## src/rtl/map_pkg.sv

```systemverilog
// Shared types and constants for the lane map access scheduler.
// Map geometry, cell codes, scroll FSM states and requester tags.
package map_pkg;

  localparam int LANES   = 5;
  localparam int MAP_LEN = 87;
  localparam int ROW_W   = 7;
  localparam int LANE_W  = 3;
  localparam int STATE_W = 3;

  localparam logic [STATE_W-1:0] CELL_EMPTY = 3'd0;
  localparam logic [STATE_W-1:0] CELL_WALL  = 3'd1;
  localparam logic [STATE_W-1:0] CELL_COIN  = 3'd2;

  typedef enum logic [1:0] {
    IDLE  = 2'd0,
    RUN   = 2'd1,
    PAUSE = 2'd2,
    END   = 2'd3
  } scroll_state_e;

  typedef enum logic [1:0] {
    TAG_NONE = 2'd0,
    TAG_COL  = 2'd1,
    TAG_RD   = 2'd2
  } req_tag_e;

  // A lane or row outside the map reads as a wall instead of touching the ROM.
  function automatic logic is_off_track(input logic [LANE_W-1:0] lane,
                                        input logic [ROW_W-1:0]  row);
    logic lane_bad;
    logic row_bad;
    lane_bad = (lane >= LANES[LANE_W-1:0]);
    row_bad  = (row >= MAP_LEN[ROW_W-1:0]);
    return lane_bad | row_bad;
  endfunction

endpackage

```

## src/rtl/map_row_wrap.sv

```systemverilog
// Screen-relative to absolute row conversion: (row + scroll_pos) mod MAP_LEN,
// plus the off-track flag for the requested lane/row.
module map_row_wrap
  import map_pkg::*;
(
  input  logic [LANE_W-1:0] lane,
  input  logic [ROW_W-1:0]  row,
  input  logic [ROW_W-1:0]  scroll_pos,
  output logic [ROW_W-1:0]  abs_row,
  output logic              out_of_range
);

  localparam logic [ROW_W:0] LEN_EXT = MAP_LEN[ROW_W:0];

  logic [ROW_W:0] sum_s;
  logic [ROW_W:0] diff_s;

  // Both operands are below MAP_LEN for in-range requests, so one subtraction suffices.
  always_comb begin
    sum_s  = {1'b0, row} + {1'b0, scroll_pos};
    diff_s = sum_s - LEN_EXT;
    if (sum_s >= LEN_EXT) begin
      abs_row = diff_s[ROW_W-1:0];
    end else begin
      abs_row = sum_s[ROW_W-1:0];
    end
    out_of_range = is_off_track(lane, row);
  end

endmodule

```

## src/rtl/map_access_sched.sv

```systemverilog
// Scroll sequencer plus two-requester arbiter for the single map ROM read port.
// Results return two cycles after the grant, tagged back to their requester.
module map_access_sched
  import map_pkg::*;
#(
  parameter int LOOP   = 1,
  parameter int STARVE = 4
) (
  input  logic               clk,
  input  logic               rst_n,
  input  logic               start,
  input  logic               hold,
  input  logic               scroll_tick,
  input  logic               col_req,
  input  logic [LANE_W-1:0]  col_lane,
  input  logic [ROW_W-1:0]   col_row,
  output logic               col_gnt,
  output logic               col_valid,
  output logic [STATE_W-1:0] col_state,
  input  logic               rd_req,
  input  logic [LANE_W-1:0]  rd_lane,
  input  logic [ROW_W-1:0]   rd_row,
  output logic               rd_gnt,
  output logic               rd_valid,
  output logic [STATE_W-1:0] rd_state,
  output logic [LANE_W-1:0]  map_x,
  output logic [ROW_W-1:0]   map_y,
  input  logic [STATE_W-1:0] map_state,
  output logic [ROW_W-1:0]   scroll_pos,
  output logic               lap_done
);

  localparam int SC_W = (STARVE < 1) ? 1 : $clog2(STARVE + 1);
  localparam logic [SC_W-1:0]  STARVE_LIM = SC_W'(STARVE);
  localparam logic [SC_W-1:0]  SC_ONE     = SC_W'(1);
  localparam logic [ROW_W-1:0] LAST_ROW   = ROW_W'(MAP_LEN - 1);
  localparam logic [ROW_W-1:0] ROW_ONE    = ROW_W'(1);

  scroll_state_e      state_q, state_d;
  logic [ROW_W-1:0]   pos_q, pos_d;
  logic               lap_q, lap_d;
  logic [SC_W-1:0]    starve_q, starve_d;
  req_tag_e           tag1_q, tag1_d, tag2_q, tag2_d;
  logic               oor1_q, oor1_d, oor2_q, oor2_d;
  logic [LANE_W-1:0]  map_x_q, map_x_d;
  logic [ROW_W-1:0]   map_y_q, map_y_d;
  logic               col_valid_q, col_valid_d, rd_valid_q, rd_valid_d;
  logic [STATE_W-1:0] col_state_q, col_state_d, rd_state_q, rd_state_d;

  logic               col_gnt_s, rd_gnt_s, any_gnt_s;
  logic [LANE_W-1:0]  sel_lane_s;
  logic [ROW_W-1:0]   sel_row_s;
  logic [ROW_W-1:0]   abs_row_s;
  logic               oor_s;
  logic [STATE_W-1:0] ret_code_s;

  // Scroll FSM next state; start overrides everything, hold beats tick.
  always_comb begin
    state_d = state_q;
    pos_d   = pos_q;
    lap_d   = 1'b0;
    if (start) begin
      state_d = RUN;
      pos_d   = {ROW_W{1'b0}};
    end else begin
      case (state_q)
        IDLE: state_d = IDLE;
        RUN: begin
          if (hold) begin
            state_d = PAUSE;
          end else if (scroll_tick) begin
            if (pos_q == LAST_ROW) begin
              lap_d = 1'b1;
              if (LOOP != 0) begin
                pos_d = {ROW_W{1'b0}};
              end else begin
                state_d = END;
              end
            end else begin
              pos_d = pos_q + ROW_ONE;
            end
          end else begin
            state_d = RUN;
          end
        end
        PAUSE: begin
          if (!hold) begin
            state_d = RUN;
          end else begin
            state_d = PAUSE;
          end
        end
        END:     state_d = END;
        default: state_d = IDLE;
      endcase
    end
  end

  map_row_wrap u_wrap (
    .lane        (sel_lane_s),
    .row         (sel_row_s),
    .scroll_pos  (pos_q),
    .abs_row     (abs_row_s),
    .out_of_range(oor_s)
  );

  // Arbitration, address capture and the tagged return pipeline.
  always_comb begin
    rd_gnt_s  = rd_req && (!col_req || (starve_q >= STARVE_LIM));
    col_gnt_s = col_req && !rd_gnt_s;
    any_gnt_s = col_gnt_s || rd_gnt_s;

    if (!rd_req || rd_gnt_s) begin
      starve_d = {SC_W{1'b0}};
    end else if (col_gnt_s) begin
      starve_d = starve_q + SC_ONE;
    end else begin
      starve_d = starve_q;
    end

    if (col_gnt_s) begin
      sel_lane_s = col_lane;
      sel_row_s  = col_row;
      tag1_d     = TAG_COL;
    end else if (rd_gnt_s) begin
      sel_lane_s = rd_lane;
      sel_row_s  = rd_row;
      tag1_d     = TAG_RD;
    end else begin
      sel_lane_s = col_lane;
      sel_row_s  = col_row;
      tag1_d     = TAG_NONE;
    end

    oor1_d = any_gnt_s && oor_s;
    // Off-track grants leave the ROM address alone: no read is issued.
    if (any_gnt_s && !oor_s) begin
      map_x_d = sel_lane_s;
      map_y_d = abs_row_s;
    end else begin
      map_x_d = map_x_q;
      map_y_d = map_y_q;
    end

    tag2_d     = tag1_q;
    oor2_d     = oor1_q;
    ret_code_s = oor2_q ? CELL_WALL : map_state;

    col_valid_d = (tag2_q == TAG_COL);
    rd_valid_d  = (tag2_q == TAG_RD);
    col_state_d = col_valid_d ? ret_code_s : col_state_q;
    rd_state_d  = rd_valid_d ? ret_code_s : rd_state_q;
  end

  // All state and registered outputs; reset drops any in-flight results.
  always_ff @(posedge clk or negedge rst_n) begin
    if (!rst_n) begin
      state_q     <= IDLE;
      pos_q       <= {ROW_W{1'b0}};
      lap_q       <= 1'b0;
      starve_q    <= {SC_W{1'b0}};
      tag1_q      <= TAG_NONE;
      tag2_q      <= TAG_NONE;
      oor1_q      <= 1'b0;
      oor2_q      <= 1'b0;
      map_x_q     <= {LANE_W{1'b0}};
      map_y_q     <= {ROW_W{1'b0}};
      col_valid_q <= 1'b0;
      rd_valid_q  <= 1'b0;
      col_state_q <= {STATE_W{1'b0}};
      rd_state_q  <= {STATE_W{1'b0}};
    end else begin
      state_q     <= state_d;
      pos_q       <= pos_d;
      lap_q       <= lap_d;
      starve_q    <= starve_d;
      tag1_q      <= tag1_d;
      tag2_q      <= tag2_d;
      oor1_q      <= oor1_d;
      oor2_q      <= oor2_d;
      map_x_q     <= map_x_d;
      map_y_q     <= map_y_d;
      col_valid_q <= col_valid_d;
      rd_valid_q  <= rd_valid_d;
      col_state_q <= col_state_d;
      rd_state_q  <= rd_state_d;
    end
  end

  assign col_gnt    = col_gnt_s;
  assign rd_gnt     = rd_gnt_s;
  assign col_valid  = col_valid_q;
  assign rd_valid   = rd_valid_q;
  assign col_state  = col_state_q;
  assign rd_state   = rd_state_q;
  assign map_x      = map_x_q;
  assign map_y      = map_y_q;
  assign scroll_pos = pos_q;
  assign lap_done   = lap_q;

endmodule

```

## config.mk

```make
export PLATFORM = sky130hd
export DESIGN_NAME = map_access_sched
export DESIGN_NICKNAME = d
export VERILOG_FILES = /design/src/rtl/map_pkg.sv /design/src/rtl/map_row_wrap.sv /design/src/rtl/map_access_sched.sv
export SDC_FILE = /design/constraint.sdc
export NUM_CORES = 1
export LEC_CHECK = 0
export CAP_MARGIN = 20
export CORE_MARGIN = 3
export CORE_UTILIZATION = 45
export DETAILED_ROUTE_END_ITERATION = 6
export HOLD_SLACK_MARGIN = 0.1
export MAX_ROUTING_LAYER = met4
export PLACE_DENSITY = 0.79
export SYNTH_ARGS = -nofsm -noshare
export SYNTH_HDL_FRONTEND = slang
export SYNTH_SLANG_ARGS = --single-unit
```

## constraint.sdc

```tcl
create_clock -name clk -period 8.64 [get_ports clk]
set_input_delay 2.592 -clock clk [delete_from_list [all_inputs] [get_ports clk]]
set_output_delay 2.592 -clock clk [all_outputs]
set_load 0.05 [all_outputs]
```

---- Yosys cells after proc, flatten, opt, wreduce, memory -nomap -nowiden ----
Cells that the tools add are included.
storage, ports and cells
  flip-flop bits (word level) ............. 37
  input bits .............................. 30
  output and inout port bits .............. 28
  word-level logic and storage cells ...... 72
cells by class
  add/sub/neg operators ................... 4
  magnitude comparators ................... 4
  equality and inequality tests ........... 8
  muxes and demuxes ....................... 25
  bitwise operators ....................... 1
  reductions and logical operators ........ 16
operators by type and width
  cell                                                 number
  two-way mux 7 bit                                    8
  two-way mux 3 bit                                    5
  two-way mux 2 bit                                    6
  adder 7 x 7 -> 8 bit                                 1
  >= comparator 8 x 7 -> 1 bit, second input constant  1
  case mux 2 bit (4 select lines)                      1
  adder 7 x 1 -> 7 bit, second input constant          1
  == test 7 bit, second input constant                 1
  >= comparator 7 bit, second input constant           1
  subtractor 7 bit, second input constant              1
  == test 2 bit, second input constant                 3
  >= comparator 3 bit, second input constant           2
  nonzero test 2 bit                                   3
  two-way mux 1 bit                                    5
  == test 2 x 1 -> 1 bit, second input constant        2
  logical AND 1 bit                                    4
  logical NOT 1 bit                                    4
  != test 4 bit, second input constant                 1
  adder 3 x 1 -> 3 bit, second input constant          1
  logical OR 1 bit                                     3
  AND reduction 3 bit                                  1
  logical NOT 2 bit                                    1
  != test 2 bit, second input constant                 1
  OR 1 bit                                             1

---- Depth between registers and ports, before layout ----
Gate-level depths: netlist (run 1).
  word-level depth ........................ 10
  depth in mapped cells ................... 16
  gate-level depth less buffers ........... 15

---- By module ----
Synthesis (run 1) repeated with hierarchy kept, for this count alone.
second synthesis, totals
  cells, all modules ...................... 248
  area total of the unflattened synthesis .. 2471.1 sq um
by module, submodules not included
  module            instances  cells each  area each (sq um)  sequential area each (sq um)
  map_access_sched  1          159         1737.9             925.9
  map_row_wrap      1          89          733.2              0.0

---- Worst setup path after synthesis (run 1) ----
No wires, ideal clock.
  path type ............................... in2out
  start point ............................. input port rd_req
  end point ............................... output port col_gnt
  arrival time ............................ 3.285 ns
  data required time ...................... 6.048 ns
  path slack .............................. 2.763 ns
  stages on the path ...................... 3
  buffers on the path ..................... 1
  cells stage by stage .................... buf_2 > nand2_4 > and2_1
between the ends
  word-level cells in the longest chain between the ends .. 3
RTL lines
  element            RTL line                 source
  start, declared    map_access_sched.sv:20   input logic rd_req,
  logical AND 1 bit  map_access_sched.sv:109  rd_gnt_s = rd_req && (!col_req || (starve_q >= STARVE_LIM));
  logical NOT 1 bit  map_access_sched.sv:110  col_gnt_s = col_req && !rd_gnt_s;
  logical AND 1 bit  map_access_sched.sv:110
  end, declared      map_access_sched.sv:17   output logic col_gnt,
No other way between the ends.

---- Worst setup path after layout (run 1) ----
  start point ............................. input port col_req
  end point ............................... output port col_gnt
between the ends
  word-level cells in the longest chain between the ends .. 5
RTL lines
  element              RTL line                 source
  start, declared      map_access_sched.sv:14   input logic col_req,
  logical NOT 1 bit    map_access_sched.sv:109
  logical OR 1 bit     map_access_sched.sv:109
  logical AND 1 bit    map_access_sched.sv:109
  logical NOT 1 bit    map_access_sched.sv:110
  logical AND 1 bit *  map_access_sched.sv:110
Mark *: on every way between the ends. The rest lies on a longest branch, timed or not.

==> impl_summary.log, run 1 <==
[metrics] min cycle time layout: approximately 7.0 ns
[metrics] number of buffers created by CTS: 5
[metrics] sink count of the clock tree: 37
[metrics] DR vias/cell: 5.314
[metrics] full die area: 5962 sq um
[metrics] ant diodes: 0
[metrics] WS Path Type: primary input to primary output
[metrics] most frequent cells in the layout: clkdlybuf4s50_1 (56), dfrtp_1 (37), nand2_1 (31), o21ai_0 (24), nor2_1 (17)
[metrics] number of enable-type register cells in the synthesized netlist: 0
[metrics] number of buffer cells added on primary ports: 57
[metrics] category of the worst setup path launch point: primary input
[metrics] final count of negative-setup-slack endpoints: 0
[metrics] post-synth net total: just under 300
[metrics] clock tree from TritonCTS: yes
[metrics] CTS H-tree depth: 2
[metrics] clock slew at reported path FFs: 0.07 ns
[metrics] number of ports placed on the die boundary: 58
[metrics] area share of the largest cell type after synthesis: 0.4057
[metrics] fraction of final layout cells sized beyond drive strength 1: 0.09150
[metrics] DP Cell Count: 365
[metrics] Final period util: 0.8059
[metrics] number of buffers between clock root and the deepest sink: 2
[metrics] post-cts resize count: 0
[metrics] final hold violations: 0
[metrics] accumulated negative setup slack: 0 ns
[metrics] total number of yosys warnings: 0
[metrics] headroom to the max-slew limit: 0.4400
[metrics] max-slew violation total from the final report: 0
[metrics] hold bufs inserted after CTS: 0
[metrics] post-route DRC violation count: 0
[metrics] post-CTS setup buffers: 0
[metrics] status: finished clean
[metrics] cell taking the most area after synthesis: dfrtp_1
[metrics] required time at the endpoint of the critical path: 6.05 ns
[metrics] worst skew pair latency: 0.28 ns
[metrics] Filler Cell Count: ~450
[metrics] wire length of the first global-routing pass: 9425 microns
[metrics] Leakage: 1.345 nW
[metrics] mean cell area of the mapped netlist: 9.315 sq um
[metrics] Highest Clock Rate: 0.1436 GHz
[metrics] largest fanout on the critical path: 6
[metrics] HPWL reported at the end of detailed placement: about 4100 microns
[metrics] DR vias: just under 2000
[metrics] NumNets Final: 351
[metrics] Non-Filler Instances: 373
[metrics] number of distinct library cell variants in the gate-level netlist after synthesis: 55
[metrics] ys flop type: dfrtp_1
[metrics] number of maximum-capacitance violations: 0
[metrics] flip-flop and latch count after synthesis: 37
[metrics] worst-case setup slack after placement: 1.673 ns
[metrics] Netlist Area Pre-Place: 2282 sq um
[metrics] worst hold path class: flop to flop
[metrics] core footprint: 4817 sq um
[metrics] power density of the placed cells: 176.5 nW/um^2
[metrics] slew of the pin with the lowest slew margin: 0.8400 ns
[metrics] buffer cell driving the clock tree root: clkbuf_8
[metrics] largest voltage drop on the vdd net: 100.2 uV
[metrics] sequential element share of the synthesized area: 0.4057
[metrics] top post-synthesis cells by area: dfrtp_1 (41%), ha_1 (8.2%), o21ai_0 (5.3%)
[metrics] data arrival time of the worst path: 4.37 ns
[metrics] Die X: just under 80 microns
[metrics] post-route clock skew: 0.004074 ns
[metrics] RSZ-0062 raised after global routing: no
[metrics] nature of the critical path endpoint: primary output
[metrics] Initial DRC Count: 88
[metrics] fraction of registers with async set/reset: 1.000
[metrics] via count of the first global-routing pass: 2053
[metrics] number of optimization iterations in the first detailed-route pass: 4
[metrics] average wire length per cell after detail routing: 14.12 microns
[metrics] final critical-path setup slack: between 1.5 and 2 ns
[metrics] synthesis-to-layout area growth: 30.87%
[metrics] largest net degree at the start of global routing: 38
[metrics] placer congestion estimate: 0.8228
[metrics] cell count after synthesis: 245
[metrics] Final Routed Wirelength: 5267 microns
[metrics] number of placement rows: 25
[metrics] effective utilization at floorplan: 0.4738
[metrics] leading cell type in the layout, fill and taps excluded: clkdlybuf4s50_1
[metrics] total global-route track usage: 0.1987
[metrics] initial antenna violation count: 0
[metrics] Overflow after GRT: 0
[metrics] Detail Route Antenna Nets: 0
[metrics] DIE HEIGHT: 77.22 microns
## critical path, stage by stage
cell	delay, ns
clkdlybuf4s50_1	0.55
nand2b_2	0.13
nand2_4	0.13
and2_1	0.16
clkdlybuf4s50_1	0.80
## metrics by stage
stage	cell area, sq um	total power [mW]	util	hold WS [ns]
after CTS	2987	0.5332	0.6200	0.3519
after floorplan	2282	0.3455	-	0.3312
after global routing	2987	0.5610	0.6200	0.3677
after detailed placement	2904	0.4167	0.6029	0.3358
after global placement	2904	0.4127	0.6029	0.3322
final	2987	0.5272	0.6200	0.3482
## Yosys cell counts, types with 3 or more instances
master and instances:
nand2_1 31, o211ai_1 3, o21ai_0 24, dfrtp_1 37, nor2_1 17, ha_1 15
a21oi_1 11, xor2_1 5, o31ai_1 4, mux2_2 5, inv_1 16, nand3b_1 4
mux2i_1 9, nor3_1 5, and3_1 3, nand3_1 7, nand2b_1 7
## metal layers
metal	wire, microns	track usage	vias up	part of all wire
li1	-	-	980	-
met5	0	-	-	0
met2	2629	0.3359	51	0.50
met4	59	0.06584	0	0.011
met1	2378	0.2412	944	0.45
met3	200	0.03286	7	0.038
## report_power, final
group	total, mW	switching, mW	internal, mW
combinational	0.205	0.128	0.0769
sequential	0.208	0.0126	0.195
clock	0.114	0.0581	0.0558
total	0.527	0.199	0.328
## logic make-up after synthesis
kind of cell,Yosys count,share of synthesized area
buffers and inverters,21,0.04111
AO/OA/AOI/OAI,60,0.1716
XOR/XNOR,6,0.02303
multiplexers,14,0.06414
AND/OR/NAND/NOR,91,0.2034
adder cells (fa/ha/maj),16,0.09101
flip-flops,37,0.4057
## worst paths after layout
path,from,end,slack (ns),depth (start not counted)
max,col_req,col_gnt,1.68,5
min,oor1_q,oor2_q,0.35,0
max reg2reg,starve_q[2],map_y[1],5.23,15
min reg2reg,oor1_q,oor2_q,0.35,0
max in group asynchronous,rst_n,tag2_q[0],5.70,1
min in group asynchronous,rst_n,col_state[0],2.41,1
## sequential cells by signal, indices dropped and copies added (netlist names), 2 cells and up
register	count
tag1_q	2
scroll_pos	7
starve_q	3
map_x	3
map_y	7
col_state	3
state_q	2
rd_state	3
tag2_q	2
## layout make-up
cell class              count  area [sq um]  share of cell area
multi-input cells         187          1262              0.4227
inverters                  17         66.31             0.02220
clock inverters             2         10.01            0.003351
clock buffers               6         72.57             0.02430
flip-flops and latches     37         925.9              0.3100
repair buffers             57         565.5              0.1894
well taps                  67         83.83             0.02807
No activity file was read; power rests on OpenSTA's default activity.
==> inputs of run 2 (changes only) <==
==> constraint.sdc (replaced) <==
create_clock -name clk -period 6.5 [get_ports clk]
set_input_delay 1.95 -clock clk [delete_from_list [all_inputs] [get_ports clk]]
set_output_delay 1.95 -clock clk [all_outputs]
set_load 0.05 [all_outputs]
==> run 2 against run 1 <==
Net effect:
- critical path depth is the same
- total power grew 43%
- clock power grew 79%
- non-clock buffer count did not move
- count of clock-buffer cells in the layout unchanged
- sequential power increased by 33%
- first-iteration DRC count fell by 10%
- via count decreased by 0.66%
- register-to-register slack got worse by 2.0 ns
- combinational power rose by 33%
- critical path type unchanged
==> impl_summary.log, run 2 (synthesis gave the netlist of run 1 again) <==
[metrics] status: finished clean (unchanged)
[metrics] post-route DRC violation count: 0 (unchanged)
[metrics] post-route clock skew: 0.003142 ns (was 0.004074 ns)
[metrics] Die X: 77.22 microns (unchanged)
[metrics] GRT met2 Usage: 0.3299 (was 0.3359)
[metrics] NumNets Final: 351 (unchanged)
[metrics] number of maximum-capacitance violations: 0 (unchanged)
[metrics] GR Util met1: 0.2382 (was 0.2412)
[metrics] Filler Cell Count: 445 (was 446)
[metrics] sink count of the clock tree: 37 (unchanged)
[metrics] final count of negative-setup-slack endpoints: 0 (unchanged)
[metrics] number of buffer cells added on primary ports: 57 (unchanged)
[metrics] post-cts resize count: 0 (unchanged)
[metrics] headroom to the max-slew limit: 0.4570 (was 0.4400)
[metrics] post-CTS setup buffers: 0 (unchanged)
[metrics] GR Layer Usage met3: 0.03521 (was 0.03286)
[metrics] WS Path Type: primary input to primary output (unchanged)
[metrics] most repeated library cell on the critical path: clkdlybuf4s50_1 (unchanged)
[metrics] fraction of final layout cells sized beyond drive strength 1: 0.09477 (was 0.09150)
[metrics] DR vias: 1969 (was 1982)
[metrics] Largest stage delay, worst path: 0.80 ns (about the same)
[metrics] hold bufs inserted after CTS: 0 (unchanged)
[metrics] DP Cell Count: 365 (unchanged)
[metrics] overall power: 0.7521 mW (was 0.5272 mW)
[metrics] largest net degree at the start of global routing: 38 (unchanged)
[metrics] DR vias/cell: 5.279 (was 5.314)
[metrics] clock tree from TritonCTS: yes (unchanged)
[metrics] DP Area: 2904 sq um (unchanged)
[metrics] worst-case setup slack after placement: 0.8334 ns (was 1.673 ns)
[metrics] DIE HEIGHT: 77.22 microns (unchanged)
[metrics] Overflow after GRT: 0 (unchanged)
[metrics] worst-case register-to-register setup slack: 3.21 ns (was 5.23 ns)
[metrics] Detail Route Antenna Nets: 0 (unchanged)
[metrics] total global-route track usage: 0.1938 (was 0.1987)
[metrics] leading cell type in the layout, fill and taps excluded: clkdlybuf4s50_1 (unchanged)
[metrics] CTS H-tree depth: 2 (unchanged)
[metrics] required time at the endpoint of the critical path: 4.55 ns (was 6.05 ns)
[metrics] most frequent cells in the layout: clkdlybuf4s50_1 (56), dfrtp_1 (37), nand2_1 (31), o21ai_0 (24), nor2_1 (17) (unchanged)
[metrics] final hold slack: 0.3523 ns (was 0.3482 ns)
[metrics] buffer cell driving the clock tree root: clkbuf_8 (unchanged)
[metrics] area of all placed cells without fillers: 3024 sq um (was 2987 sq um)
[metrics] max-slew violation total from the final report: 0 (unchanged)
[metrics] Final period util: 0.8719
[metrics] HPWL reported at the end of detailed placement: 4131 microns (was 4061 microns)
[metrics] utilization after layout: 0.6278 (was 0.6200)
[metrics] Initial DRC Count: 79 (was 88)
[metrics] power density of the placed cells: 248.7 nW/um^2 (was 176.5 nW/um^2)
[metrics] most crowded layer after global routing: met2 (unchanged)
[metrics] initial antenna violation count: 0 (unchanged)
[metrics] number of optimization iterations in the first detailed-route pass: 4 (unchanged)
[metrics] accumulated negative setup slack: 0 ns (unchanged)
[metrics] clock slew at reported path FFs: 0.07 ns (about the same)
[metrics] effective utilization at floorplan: 0.4738 (unchanged)
[metrics] RSZ-0062 raised after global routing: no (unchanged)
[metrics] number of buffers created by CTS: 5 (unchanged)
[metrics] Non-Filler Instances: 373 (unchanged)
[metrics] data arrival time of the worst path: 3.72 ns (was 4.37 ns)
[metrics] wire length of the first global-routing pass: 9025 microns (was 9425 microns)
[metrics] nature of the critical path endpoint: primary output (unchanged)
[metrics] Final Routed Wirelength: 5279 microns (was 5267 microns)
[metrics] Leakage: 1.358 nW (was 1.345 nW)
[metrics] number of placement rows: 25 (unchanged)
[metrics] average wire length per cell after detail routing: 14.15 microns (was 14.12 microns)
[metrics] worst hold path class: flop to flop (unchanged)
[metrics] Highest Clock Rate: roughly 0.18 GHz
[metrics] largest fanout on the critical path: 6 (unchanged)
[metrics] worst skew pair latency: 0.28 ns (about the same)
[metrics] number of ports placed on the die boundary: 58 (unchanged)
[metrics] ant diodes: 0 (unchanged)
[metrics] number of buffers between clock root and the deepest sink: 2 (unchanged)
[metrics] synthesis-to-layout area growth: 32.51% (was 30.87%)
[metrics] core footprint: 4817 sq um (unchanged)
[metrics] cell chain of the critical path: clkdlybuf4s50_1 -> nand2b_2 -> nand2_4 -> and2_1 -> clkdlybuf4s50_1 (unchanged)
[metrics] critical path's slowest cell: clkdlybuf4s50_1 (unchanged)
[metrics] final hold violations: 0 (unchanged)
[metrics] min cycle time layout: 5.667 ns
[metrics] largest voltage drop on the vdd net: 149.4 uV (was 100.2 uV)
[metrics] full die area: 5962 sq um (unchanged)
[metrics] category of the worst setup path launch point: primary input (unchanged)
[metrics] via count of the first global-routing pass: 1994 (was 2053)
[metrics] slew of the pin with the lowest slew margin: 0.8145 ns (was 0.8400 ns)
[metrics] placer congestion estimate: 0.8618 (was 0.8228)
[metrics] final critical-path setup slack: 0.8328 ns (was 1.677 ns)
==> run 2: final timing paths <==
kind	cells after the start	to	startpoint
worst max-delay path	5	col_gnt	col_req
worst min-delay path	0	oor2_q	oor1_q
worst max register to register	13	map_y[1]	starve_q[2]
worst min register to register	0	oor2_q	oor1_q
max in group asynchronous	1	map_y[0]	rst_n
min in group asynchronous	1	col_valid	rst_n
==> run 2: area by class of cell <==
| cell class | count | area (sq um) | share of cell area |
|---|---|---|---|
| Tap cell | 67 | 83.83 | 0.02772 |
| Timing Repair Buffer | 57 | 565.5 | 0.1870 |
| Clock buffer | 6 | 82.58 | 0.02731 |
| Clock inverter | 2 | 37.54 | 0.01241 |
| Sequential cell | 37 | 925.9 | 0.3062 |
| Inverter | 17 | 66.31 | 0.02193 |
| Multi-Input combinational cell | 187 | 1262 | 0.4175 |
==> run 2: routing by layer <==
| metal | part of all wire | vias up | wire (microns) |
|---|---|---|---|
| li1 | - | 983 | - |
| met1 | 0.44 | 943 | 2340 |
| met2 | 0.51 | 37 | 2682 |
| met3 | 0.039 | 6 | 204 |
| met4 | 0.0097 | 0 | 51 |
| met5 | 0 | - | 0 |
==> run 2: worst max-delay path: cells and delay by family <==
| kind | cells | cell delay [ns] |
|---|---|---|
| buffers and inverters | 2 | 1.35 |
| AND/OR/NAND/NOR | 3 | 0.41 |
==> run 2: power by group <==
part	leakage, nW	switching, mW	internal [mW]
Clock	0.0574	0.0798	0.125
Sequential	0.475	0.0164	0.260
Combinational	0.825	0.169	0.102
